<file path="src/rtl/pc_seq_pkg.sv">
// Shared encodings, FSM state and vector defaults for the PC sequencer.
// Includes the sequential-increment helper, which keeps the kernel bit fixed across wrap.
package pc_seq_pkg;

  localparam logic [2:0] PCSRC_SEQ    = 3'b000;
  localparam logic [2:0] PCSRC_JUMP   = 3'b001;
  localparam logic [2:0] PCSRC_JR     = 3'b010;
  localparam logic [2:0] PCSRC_BRANCH = 3'b011;
  localparam logic [2:0] PCSRC_STALL  = 3'b100;
  localparam logic [2:0] PCSRC_UI     = 3'b101;

  localparam logic [1:0] EXC_NONE  = 2'b00;
  localparam logic [1:0] EXC_ILLOP = 2'b01;
  localparam logic [1:0] EXC_XADR  = 2'b10;

  localparam logic [31:0] DEF_RESET_VEC = 32'h8000_0000;
  localparam logic [31:0] DEF_ILLOP_VEC = 32'h8000_0004;
  localparam logic [31:0] DEF_XADR_VEC  = 32'h8000_0008;

  typedef enum logic {
    ST_RUN   = 1'b0,
    ST_FLUSH = 1'b1
  } state_e;

  typedef struct packed {
    logic        if_flush;
    logic        id_flush;
    logic        epc_we;
    logic [31:0] epc;
    logic        irq_ack;
    logic [1:0]  exc_cause;
  } ctl_t;

  // Wraps within the current mode: user code never walks into kernel space.
  function automatic logic [31:0] pc_seq_inc(input logic [31:0] pc);
    return {pc[31], pc[30:0] + 31'd4};
  endfunction

endpackage

</file>
<file path="src/rtl/pc_next_mux.sv">
// Next-PC priority resolver and target formation; purely combinational, zero latency.
// Stall only freezes the PC; a taken EX branch overrides it.
module pc_next_mux
  import pc_seq_pkg::*;
#(
  parameter logic [31:0] ILLOP_VEC = DEF_ILLOP_VEC,
  parameter logic [31:0] XADR_VEC  = DEF_XADR_VEC
) (
  input  logic [2:0]  pc_src,
  input  logic [31:0] pc,
  input  logic [31:0] id_pc_plus4,
  input  logic [25:0] id_jump_idx,
  input  logic [31:0] id_jr_data,
  input  logic        ex_branch_taken,
  input  logic [31:0] ex_branch_target,
  input  logic        irq_pending,
  input  logic        in_run,
  output logic [31:0] pc_next,
  output ctl_t        ctl,
  output logic        redirect,
  output logic        stall
);

  logic irq_take;

  // ID holds a bubble in FLUSH, so there is no valid return address to save.
  assign irq_take = irq_pending & ~pc[31] & in_run & (pc_src != PCSRC_UI);

  always_comb begin
    pc_next       = pc_seq_inc(pc);
    ctl           = '0;
    ctl.exc_cause = EXC_NONE;
    redirect      = 1'b0;
    stall         = 1'b0;

    if (ex_branch_taken) begin
      pc_next      = ex_branch_target;
      ctl.if_flush = 1'b1;
      ctl.id_flush = 1'b1;
      redirect     = 1'b1;
    end else if (pc_src == PCSRC_STALL) begin
      pc_next = pc;
      stall   = 1'b1;
    end else if (irq_take) begin
      pc_next       = XADR_VEC;
      ctl.epc_we    = 1'b1;
      ctl.epc       = id_pc_plus4 - 32'd4;
      ctl.irq_ack   = 1'b1;
      ctl.exc_cause = EXC_XADR;
      ctl.if_flush  = 1'b1;
      ctl.id_flush  = 1'b1;
      redirect      = 1'b1;
    end else begin
      case (pc_src)
        PCSRC_UI: begin
          pc_next       = ILLOP_VEC;
          ctl.epc_we    = 1'b1;
          ctl.epc       = id_pc_plus4;
          ctl.exc_cause = EXC_ILLOP;
          ctl.if_flush  = 1'b1;
          ctl.id_flush  = 1'b1;
          redirect      = 1'b1;
        end
        PCSRC_JUMP: begin
          pc_next      = {id_pc_plus4[31:28], id_jump_idx, 2'b00};
          ctl.if_flush = 1'b1;
          redirect     = 1'b1;
        end
        PCSRC_JR: begin
          // jr can drop to user mode but never escalate into kernel mode.
          pc_next      = {id_jr_data[31] & pc[31], id_jr_data[30:0]};
          ctl.if_flush = 1'b1;
          redirect     = 1'b1;
        end
        PCSRC_SEQ, PCSRC_BRANCH: pc_next = pc_seq_inc(pc);
        default:                 pc_next = pc_seq_inc(pc);
      endcase
    end
  end

endmodule

</file>
<file path="src/rtl/pc_sequencer.sv">
// Program counter, RUN/FLUSH FSM and interrupt latch; flush/EPC outputs are same-cycle, PC is registered.
// Interrupt support is built only when PCSEQ_IRQ_EN is defined; stall freezes the PC unless an EX branch is taken.
module pc_sequencer
  import pc_seq_pkg::*;
#(
  parameter logic [31:0] RESET_VEC = DEF_RESET_VEC,
  parameter logic [31:0] ILLOP_VEC = DEF_ILLOP_VEC,
  parameter logic [31:0] XADR_VEC  = DEF_XADR_VEC
) (
  input  logic        clk,
  input  logic        reset,
  input  logic [2:0]  pc_src,
  input  logic [31:0] id_pc_plus4,
  input  logic [25:0] id_jump_idx,
  input  logic [31:0] id_jr_data,
  input  logic        ex_branch_taken,
  input  logic [31:0] ex_branch_target,
  input  logic        irq,
  output logic [31:0] pc,
  output logic        pch,
  output logic        if_flush,
  output logic        id_flush,
  output logic        epc_we,
  output logic [31:0] epc,
  output logic        irq_ack,
  output logic [1:0]  exc_cause
);

  state_e      state_q, state_d;
  logic [31:0] pc_q, pc_d;
  logic        irq_pending;
  logic        redirect, stall;
  ctl_t        ctl_raw, ctl_out;

  pc_next_mux #(
    .ILLOP_VEC (ILLOP_VEC),
    .XADR_VEC  (XADR_VEC)
  ) u_next_mux (
    .pc_src           (pc_src),
    .pc               (pc_q),
    .id_pc_plus4      (id_pc_plus4),
    .id_jump_idx      (id_jump_idx),
    .id_jr_data       (id_jr_data),
    .ex_branch_taken  (ex_branch_taken),
    .ex_branch_target (ex_branch_target),
    .irq_pending      (irq_pending),
    .in_run           (state_q == ST_RUN),
    .pc_next          (pc_d),
    .ctl              (ctl_raw),
    .redirect         (redirect),
    .stall            (stall)
  );

`ifdef PCSEQ_IRQ_EN
  logic irq_pending_q, irq_pending_d;

  // A still-asserted level re-arms the latch even in the cycle it is accepted.
  always_comb begin
    irq_pending_d = irq | (irq_pending_q & ~ctl_raw.irq_ack);
  end

  always_ff @(posedge clk) begin
    if (reset) irq_pending_q <= 1'b0;
    else       irq_pending_q <= irq_pending_d;
  end

  assign irq_pending = irq_pending_q;
`else
  logic unused_irq;
  assign unused_irq  = irq;
  assign irq_pending = 1'b0;
`endif

  always_comb begin
    state_d = ST_RUN;
    if (redirect) begin
      state_d = ST_FLUSH;
    end else if (stall && (state_q == ST_FLUSH)) begin
      state_d = ST_FLUSH;
    end
  end

  always_ff @(posedge clk) begin
    if (reset) begin
      pc_q    <= RESET_VEC;
      state_q <= ST_RUN;
    end else begin
      pc_q    <= pc_d;
      state_q <= state_d;
    end
  end

  always_comb begin
    ctl_out = ctl_raw;
    if (reset) ctl_out = '0;
  end

  assign pc        = pc_q;
  assign pch       = pc_q[31];
  assign if_flush  = ctl_out.if_flush;
  assign id_flush  = ctl_out.id_flush;
  assign epc_we    = ctl_out.epc_we;
  assign epc       = ctl_out.epc;
  assign irq_ack   = ctl_out.irq_ack;
  assign exc_cause = ctl_out.exc_cause;

endmodule

</file>
<file path="config.mk">
export PLATFORM = sky130hd
export DESIGN_NAME = pc_sequencer
export DESIGN_NICKNAME = d
export VERILOG_FILES = /design/src/rtl/pc_seq_pkg.sv /design/src/rtl/pc_next_mux.sv /design/src/rtl/pc_sequencer.sv
export SDC_FILE = /design/constraint.sdc
export NUM_CORES = 1
export LEC_CHECK = 0
export CAP_MARGIN = 20
export CORE_MARGIN = 2
export CORE_UTILIZATION = 33
export DETAILED_ROUTE_END_ITERATION = 16
export HOLD_SLACK_MARGIN = 0.15
export PLACE_DENSITY = 0.85
export SLEW_MARGIN = 20
export SYNTH_ARGS = -nofsm -noshare
export SYNTH_HDL_FRONTEND = slang
export SYNTH_SLANG_ARGS = --single-unit
export TNS_END_PERCENT = 5
</file>
<file path="constraint.sdc">
create_clock -name clk -period 1.9 [get_ports clk]
set_input_delay 0.38 -clock clk [delete_from_list [all_inputs] [get_ports clk]]
set_output_delay 0.38 -clock clk [all_outputs]
set_load 0.01 [all_outputs]
</file>
# Yosys cells after proc, flatten, opt, wreduce, memory -nomap -nowiden
# Cells that the tools add are included.
classes:
  n_addsub: 1
  multipliers: 0
  n_div: 0
  magnitude_cmp: 0
  n_eq_ne: 5
  n_shift: 0
  muxes: 10
  bitwise_logic: 1
  n_reduce_logical: 3
op_table:
  columns: ["cell", "n"]
  rows:
  - ["one-hot mux 32 bit (3 select lines)", 1]
  - ["2-to-1 mux 38 bit", 2]
  - ["2-to-1 mux 32 bit", 2]
  - ["2-to-1 mux 36 bit", 1]
  - ["2-to-1 mux 34 bit", 1]
  - ["adder 31 x 3 -> 31 bit, second input constant", 1]
  - ["equality test 3 bit, second input constant", 2]
  - ["nonzero test 4 bit", 1]
  - ["equality test 3 x 1 -> 1 bit, second input constant", 1]
  - ["equality test 3 x 2 -> 1 bit, second input constant", 1]
  - ["OR reduction 3 bit", 1]
  - ["2-to-1 mux 1 bit", 2]
  - ["2-to-1 mux 2 bit", 1]
  - ["inequality test 2 bit, second input constant", 1]
  - ["AND reduction 2 bit", 1]
  - ["bitwise AND 1 bit", 1]
word_totals:
  reg_bits: 32
  latchBits: 0
  ram_bits: 0
  romBits: 0
  output_inout_bits: 71
  wordCells: 22
  memories: 0

# Logic depth before layout (Yosys ltp)
# Gate-level depths: netlist of the first run.
logic_depth:
  word_depth: 6
  depth_mapped: 7
  depth_no_buf: 6

# By module
# Synthesis of the first run repeated with hierarchy kept, for this count alone.
hier_totals:
  cells_unflattened: 556
  hier_area_um2: 3828.7
by_module_without_submodules:
  columns: ["module", "instances", "cells_each", "area_per_inst_um2", "seq_area_each_um2"]
  rows:
  - ["pc_next_mux", 1, 441, 2668.8, 0.0]
  - ["pc_sequencer", 1, 115, 1159.9, 660.6]

# Worst setup path after synthesis of the first run
# No wires, ideal clock.
synth_timing:
  kind: "reg2reg"
  start: "register pc_q[2] (netlist: pc[2])"
  end: "register pc_q[26] (netlist: pc[26])"
  setup_ps: 70
  arrival_time_ps: 2032
  required_time_ps: 1830
  slack_ps: -202
  path_stages_with_launch: 8
  path_cell_list: "dfxtp_1 ha_1 nand3_1 or4_1 buf_2 or3_1 o31ai_1 o2bb2ai_1"
synth_via:
  elab_chain_len: 4
synth_lines:
  columns: ["item", "line_no", "text"]
  rows:
  - ["start: declaration", "pc_sequencer.sv:30", "logic [31:0] pc_q, pc_d;"]
  - ["start signal: assignment", "pc_sequencer.sv:88", "pc_q <= pc_d;"]
  - ["adder 31 x 3 -> 31 bit", null, null]
  - ["one-hot mux 32 bit (3 select lines)", "pc_next_mux.sv:54", "case (pc_src)"]
  - ["2-to-1 mux 32 bit", "pc_next_mux.sv:41", "end else if (pc_src == PCSRC_STALL) begin"]
  - ["2-to-1 mux 32 bit", "pc_next_mux.sv:36", "if (ex_branch_taken) begin"]
# No other way between the ends. The select of a mux whose other input is x is not followed.
# A chain may end at the register's enable or synchronous reset.

# Worst setup path after layout of the first run
layout_timing:
  start: "register pc_q[7] (netlist: pc[7])"
  end: "register pc_q[26] (netlist: pc[26])"
# Same word-level chain as after synthesis.

==> results of run 1 <==
## cell families after synthesis
group           Yosys count  share of synthesized area, %
compound gates          129                         33.05
xor+xnor                  3                        0.9097
fa+ha+maj                 1                        0.4330
buf+inv                  48                         8.532
flops                    32                         22.17
mux                       6                         2.122
other cells               1                        0.1298
simple gates            165                         32.66
## report_power, final
part / switching, mW / leakage (nW) / internal [mW]
registers: 0.0635 / 0.270 / 0.736
clock network: 0.257 / 0.0410 / 0.249
logic: 0.401 / 1.99 / 0.614
## placed cells by master (no fill, tap or decap), drive strengths merged, types with 6 or more instances in the layout
cell	instances
a21oi	21
inv	10
buf	124
and2	32
a31o	6
a221oi	15
o31ai	8
nand4	7
o21ai	15
a22oi	8
clkdlybuf4s50	155
a221o	7
nand2	24
nand3	22
clkbuf	6
nor3	14
dfxtp	32
nand2b	13
a31oi	8
nor2	20
## metrics by stage
stage / power (mW) / hold slack, ps / cell area, µm² / TNS (ps) / utilization [%]
2_1_floorplan: 1.175 / 508.2 / 2927 / -467.4 / -
3_3_place_gp: 1.778 / 503.0 / 5488 / -32380 / 63.86
3_5_place_dp: 1.798 / 517.9 / 5488 / -36480 / 63.86
4_1_cts: 2.311 / 533.8 / 5620 / -776.1 / 65.40
5_1_grt: 2.433 / 542.6 / 5587 / -628.2 / 65.01
6_report: 2.322 / 531.0 / 5587 / -159.8 / 65.01
## how the worst min path moves through the flow
stage,from,to,cells after the start
after floorplan,ex_branch_target[31],pc[31],2
after global placement,pc[19],pc[19],1
after detailed placement,pc[19],pc[19],1
after CTS,pc[19],pc[19],1
after global routing,pc[22],pc[22],2
final,pc[19],pc[19],1
## area by class of cell
cell class              instances  area [µm²]
flip-flops and latches         32       660.6
fillers                       729        3007
clock inverters                 1       5.005
well taps                     108       135.1
multi-input cells             306        2108
inverters                      12       46.29
repair buffers                286        2559
clock buffers                   6       72.57
## routing by layer
layer  up-vias  global-route usage [%]
met5         -                       0
met4         0                   7.906
met1      1979                   33.51
li1       1981                       -
met3        24                   4.173
met2       178                   46.26
## repair_timing
item / CTS / global route
resized for setup: 158 / 25
pin swaps: 8 / 3
buffers inserted: 3 / 0
cloned: 2 / 0
endpoints found under the setup margin: 63 / 38
==> out/results.ini, run 1 <==
[logic_synthesis]
netlist_area_um2=2889
yosysWarnings=0
synth.distinct_cells=70
synth_edf_count=0
syn_area_per_cell_um2=7.504
synth_cells=385
synthTopCellsByCount=and2_1, dfxtp_1, nand2_1
async_flop_share_pct=0
ys_seq_area_share_pct=22.17
synth_area_leaders=dfxtp_1, and2_1, a221oi_1
synth_seq_cells=32
synth_top_cell_area_share_pct=22.17
yosysTopAreaCell=dfxtp_1
ys.flop_type=dfxtp_1

[sta]
period_needed_ps=1970
fmax_mhz=507.6
fin_crit_sh_pct=103.7
setup_viol=4
grt_setup_unrepaired=true
fin_ws_ps=-70.08
finClkSkew_ps=7.495
hold_violations=0
drv_slew=0

[critical_path]
cp-end-kind=flip-flop
critPathMaxStageDelay_ps=620
path_buf_inv=0
r2r_setup_slack_ps=-70
reg2reg_depth=5
crit_path_start=pc[7]
crit_path_max_fanout=6
timing.rr.start=pc[7]
cp_top_family=simple AND/OR/NAND/NOR gates
cp.required_ps=2110
r2r-end=pc[26]
path_depth=5
path_cells=nand4_4 -> or4_4 -> or3_1 -> o31ai_2 -> o2bb2ai_1
worstSetupPathType=flip-flop to flip-flop
worstPathArrival_ps=2180
slowest_stage=or4_4
startpoint_type=flip-flop
crit_end=pc[26]

[drt]
dr.pass1.iters=5
drt-met1-wl_mm=5.536
routed_wl_mm=13.28
drc=0
wl_per_cell_um=17.68
topRoutingLayerUsed=met4
drt-initial-drc-count=199
via_count=4162
avgViaCountPerCell=5.542
dr_wl_met3_um=860
dr_wl_met2_mm=6.614
ant_nets=0

[place]
io_buffers=196
post-place-ws_ps=-695.9
dpl.hpwl_mm=10.09
dp_cells=739
gp_congestion=0.8964

[power]
p_per_area_nw_per_um2=415.6
vdd_drop_max_mv=0.2431
cellLeakagePower_nw=2.296

[die]
num_rows=34
pin_count=200
start_util_pct=33.62
core_um2=8593
dieHeight_um=97.57
fp.dieW_um=97.57
dieArea_um2=9519

[clocking]
htree_levels=2
root_buffer=clkbuf_8
path_clk_slew_ps=70
worstSkewPairLatency_ps=280
numCtsBuffers=5
hold_buffers=0
clockBufferDepth=2
cts_sinks=32
cts_tree=done

[global_routing]
grt_start_max_net_pins=39
antenna_found_initial=0
grt_pass1_vias=4202
grt_use_total_pct=26.49
grt_pass1_wl_mm=21.00
grt_overflow=0

[finish]
nets=773
n_antenna_cell=0
instances_no_fill=751
drive_gt1_share_pct=27.37
area_delta_synth_final_pct=93.37
largest_reg_flops=32

[run_status]
outcome=finished with violations
violations=setup timing

[flow_run]
drv_cap=0

[worst_hold_path]
hp-class=flip-flop to flip-flop

No activity file was read; power rests on OpenSTA's default activity.
==> run 2: changes to the inputs <==
ABC_AREA = 1   (was default)
CORE_UTILIZATION = 34   (was 33)
GPL_ROUTABILITY_DRIVEN = 0   (was default)
==> run 2 against run 1 <==
The flow now finishes without violations. Sequential power grew 1%. Routed wire length fell by 2.8%. Design area down 3.8%. Power decreased by 3.2%. Register-to-register slack improved by 260 ps. Combinational power shrank 17%. Critical path depth increased by 1. Non-clock buffer count is 54 lower. Critical path type is now input port to output port.
==> out/results.ini, run 2 <==
[logic_synthesis]
yosysTopAreaCell=dfxtp_1  ; unchanged
netlist_area_um2=3137  ; was 2889 µm²
yosysMostFrequentCell=nand2_1
ys.flop_type=dfxtp_1  ; unchanged
synth_top_cell_area_share_pct=20.42  ; was 22.17%
synth_edf_count=0  ; unchanged
syn_area_per_cell_um2=5.652  ; was 7.504 µm²
synthTopCellsByCount=nand2_1, inv_1, nor2_1  ; was and2_1, dfxtp_1, nand2_1
synth_cells=555  ; was 385
synth_area_leaders=dfxtp_1, nand2_1, a21oi_1  ; was dfxtp_1, and2_1, a221oi_1
synth_seq_cells=32  ; unchanged
ys_seq_area_share_pct=20.42  ; was 22.17%
yosysWarnings=0  ; unchanged
async_flop_share_pct=0  ; unchanged
synth.distinct_cells=37  ; was 70

[sta]
hold_violations=0  ; unchanged
whs_ps=490.0  ; was 531.0 ps
fin_crit_sh_pct=95.79  ; was 103.7%
grt_setup_unrepaired=true  ; unchanged
finClkSkew_ps=9.230  ; was 7.495 ps
fmax_mhz=549.4  ; was 507.6 MHz
fin_ws_ps=79.92  ; was -70.08 ps
drv_slew=0  ; unchanged
setup_viol=0  ; was 4
period_needed_ps=1820  ; was 1970 ps

[die]
core_um2=9109  ; was 8593 µm²
fp.dieW_um=100.1  ; was 97.57 µm
dieArea_um2=10010  ; was 9519 µm²
num_rows=35  ; was 34
start_util_pct=34.44  ; was 33.62%
pin_count=200  ; unchanged
dieHeight_um=100.1  ; was 97.57 µm

[drt]
ant_nets=0  ; unchanged
via_count=4418  ; was 4,162
routed_wl_mm=12.90  ; was 13.28 mm
avgViaCountPerCell=5.032  ; was 5.542
dr.pass1.iters=4  ; was 5
drc=0  ; unchanged
wl_per_cell_um=14.69  ; was 17.68 µm
drt-initial-drc-count=201  ; was 199

[power]
cellLeakagePower_nw=2.427  ; was 2.296 nW
p_per_area_nw_per_um2=418.4  ; was 415.6 nW/µm²
total_power_mw=2.248  ; was 2.322 mW
vdd_drop_max_mv=0.1951  ; was 0.2431 mV

[place]
post-place-ws_ps=-708.4  ; was -695.9 ps
dpl.hpwl_mm=10.16  ; was 10.09 mm
io_buffers=196  ; unchanged
placed_area_um2=5348  ; was 5488 µm²

[critical_path]
cp.required_ps=1520  ; was 2110 ps
path_depth=6  ; was 5
crit_end=id_flush  ; was pc[26]
cp-end-kind=output port  ; was flip-flop
path_buf_inv=5  ; was 0
startpoint_type=input port  ; was flip-flop
path_cells=dlygate4sd2_1 -> buf_6 -> buf_4 -> inv_2 -> a21oi_1 -> clkdlybuf4s15_1  ; was nand4_4 -> or4_4 -> or3_1 -> o31ai_2 -> o2bb2ai_1
critPathMaxStageDelay_ps=280  ; was 620 ps
worstSetupPathType=input port to output port  ; was flip-flop to flip-flop
timing.rr.start=pc[3]  ; was pc[7]
crit_path_max_fanout=10  ; was 6
worstPathArrival_ps=1440  ; was 2180 ps
cp_top_family=buffers and inverters  ; was simple AND/OR/NAND/NOR gates
reg2reg_depth=11  ; was 5
crit_path_start=ex_branch_taken  ; was pc[7]
slowest_stage=clkdlybuf4s15_1  ; was or4_4
r2r-end=pc[16]  ; was pc[26]
r2r_setup_slack_ps=190  ; was -70 ps

[clocking]
numCtsBuffers=5  ; unchanged
clockBufferDepth=2  ; unchanged
cts_tree=done  ; unchanged
cts_sinks=32  ; unchanged
htree_levels=2  ; unchanged
worstSkewPairLatency_ps=290  ; was 280 ps
path_clk_slew_ps=70  ; about the same
root_buffer=clkbuf_8  ; unchanged

[global_routing]
grt_pass1_wl_mm=20.50  ; was 21.00 mm
grt_use_total_pct=25.62  ; was 26.49%
antenna_found_initial=0  ; unchanged
grt_pass1_vias=4421  ; was 4,202
grt_overflow=0  ; unchanged
grt_start_max_net_pins=31  ; was 39

[flow_run]
drv_cap=0  ; unchanged

[worst_hold_path]
hp-class=flip-flop to flip-flop  ; unchanged

[finish]
layout_commonest_cell=clkdlybuf4s50_1  ; unchanged
most-common-layout-cells=clkdlybuf4s50_1, nand2_1, inv_1  ; was clkdlybuf4s50_1, buf_4, buf_2
largest_reg_flops=32  ; unchanged
n_antenna_cell=0  ; unchanged
area_delta_synth_final_pct=71.28  ; was 93.37%
nets=897  ; was 773
drive_gt1_share_pct=17.99  ; was 27.37%
postLayoutCellArea_um2=5373  ; was 5587 µm²

[run_status]
outcome=finished clean  ; was finished with violations

## run 2: layout make-up
| class | count | area (µm²) |
|---|---|---|
| clock buffers | 7 | 96.34 |
| fillers | 864 | 3736 |
| inverters | 74 | 285.3 |
| multi-input cells | 421 | 2102 |
| flip-flops and latches | 32 | 641.9 |
| well taps | 111 | 138.9 |
| repair buffers | 232 | 2102 |
| repair inverters | 1 | 6.256 |
## run 2: per-stage QoR
| step | TNS [ps] | cells | utilization [%] |
|---|---|---|---|
| after floorplan | 0 | 556 | - |
| after global placement | -27850 | 864 | 58.71 |
| after detailed placement | -30070 | 864 | 58.71 |
| after CTS | -104.3 | 879 | 59.01 |
| after global routing | -4.855 | 878 | 58.98 |
| final | 0 | 878 | 58.98 |
## run 2: worst min path at each step
stage | start | endpoint | slack (ps) | depth (start not counted)
3_3_place_gp | pc[1] | pc[1] | 460 | 2
5_1_grt | pc[1] | pc[1] | 490 | 2
3_5_place_dp | pc[1] | pc[1] | 460 | 2
2_1_floorplan | reset | pc[0] | 450 | 1
6_report | pc[1] | pc[1] | 490 | 2
4_1_cts | pc[1] | pc[1] | 470 | 2
## run 2: logic make-up after synthesis
kind of cell,Yosys count,share of synthesized area (%)
xor gates and xnor gates,3,0.8378
and+or+nand+nor,292,42.16
adders and majority gates,1,0.3988
buffers and inverters,103,13.44
DFF,32,20.42
other,1,0.1196
AOI/OAI and AO/OA,123,22.62
## run 2: timing repair
| action | in CTS | in global routing |
|---|---|---|
| hold buffers | 0 | 0 |
| gates cloned | 1 | 0 |
| pin swaps | 3 | 3 |
| setup buffers | 7 | 0 |
| resized for setup | 171 | 5 |
| endpoints found under the setup margin | 36 | 42 |
## run 2: tightest hold or removal path: cells and delay by family, from the launching register on
| family | cells | cell delay, ps |
|---|---|---|
| flip-flops | 1 | 320 |
| AO/OA/AOI/OAI | 1 | 70 |
| AND/OR/NAND/NOR | 1 | 60 |
## run 2: metal layers
metal	GRT usage, %	routed length (µm)
met5	0	0
met1	28.05	5024
met3	4.178	825
met2	49.06	6720
met4	9.800	330
## run 2: where the power goes
group / switching (mW) / internal, mW / total, mW
Combinational: 0.354 / 0.493 / 0.847
Clock: 0.270 / 0.323 / 0.593
Sequential: 0.0830 / 0.725 / 0.808
Total: 0.707 / 1.54 / 2.25
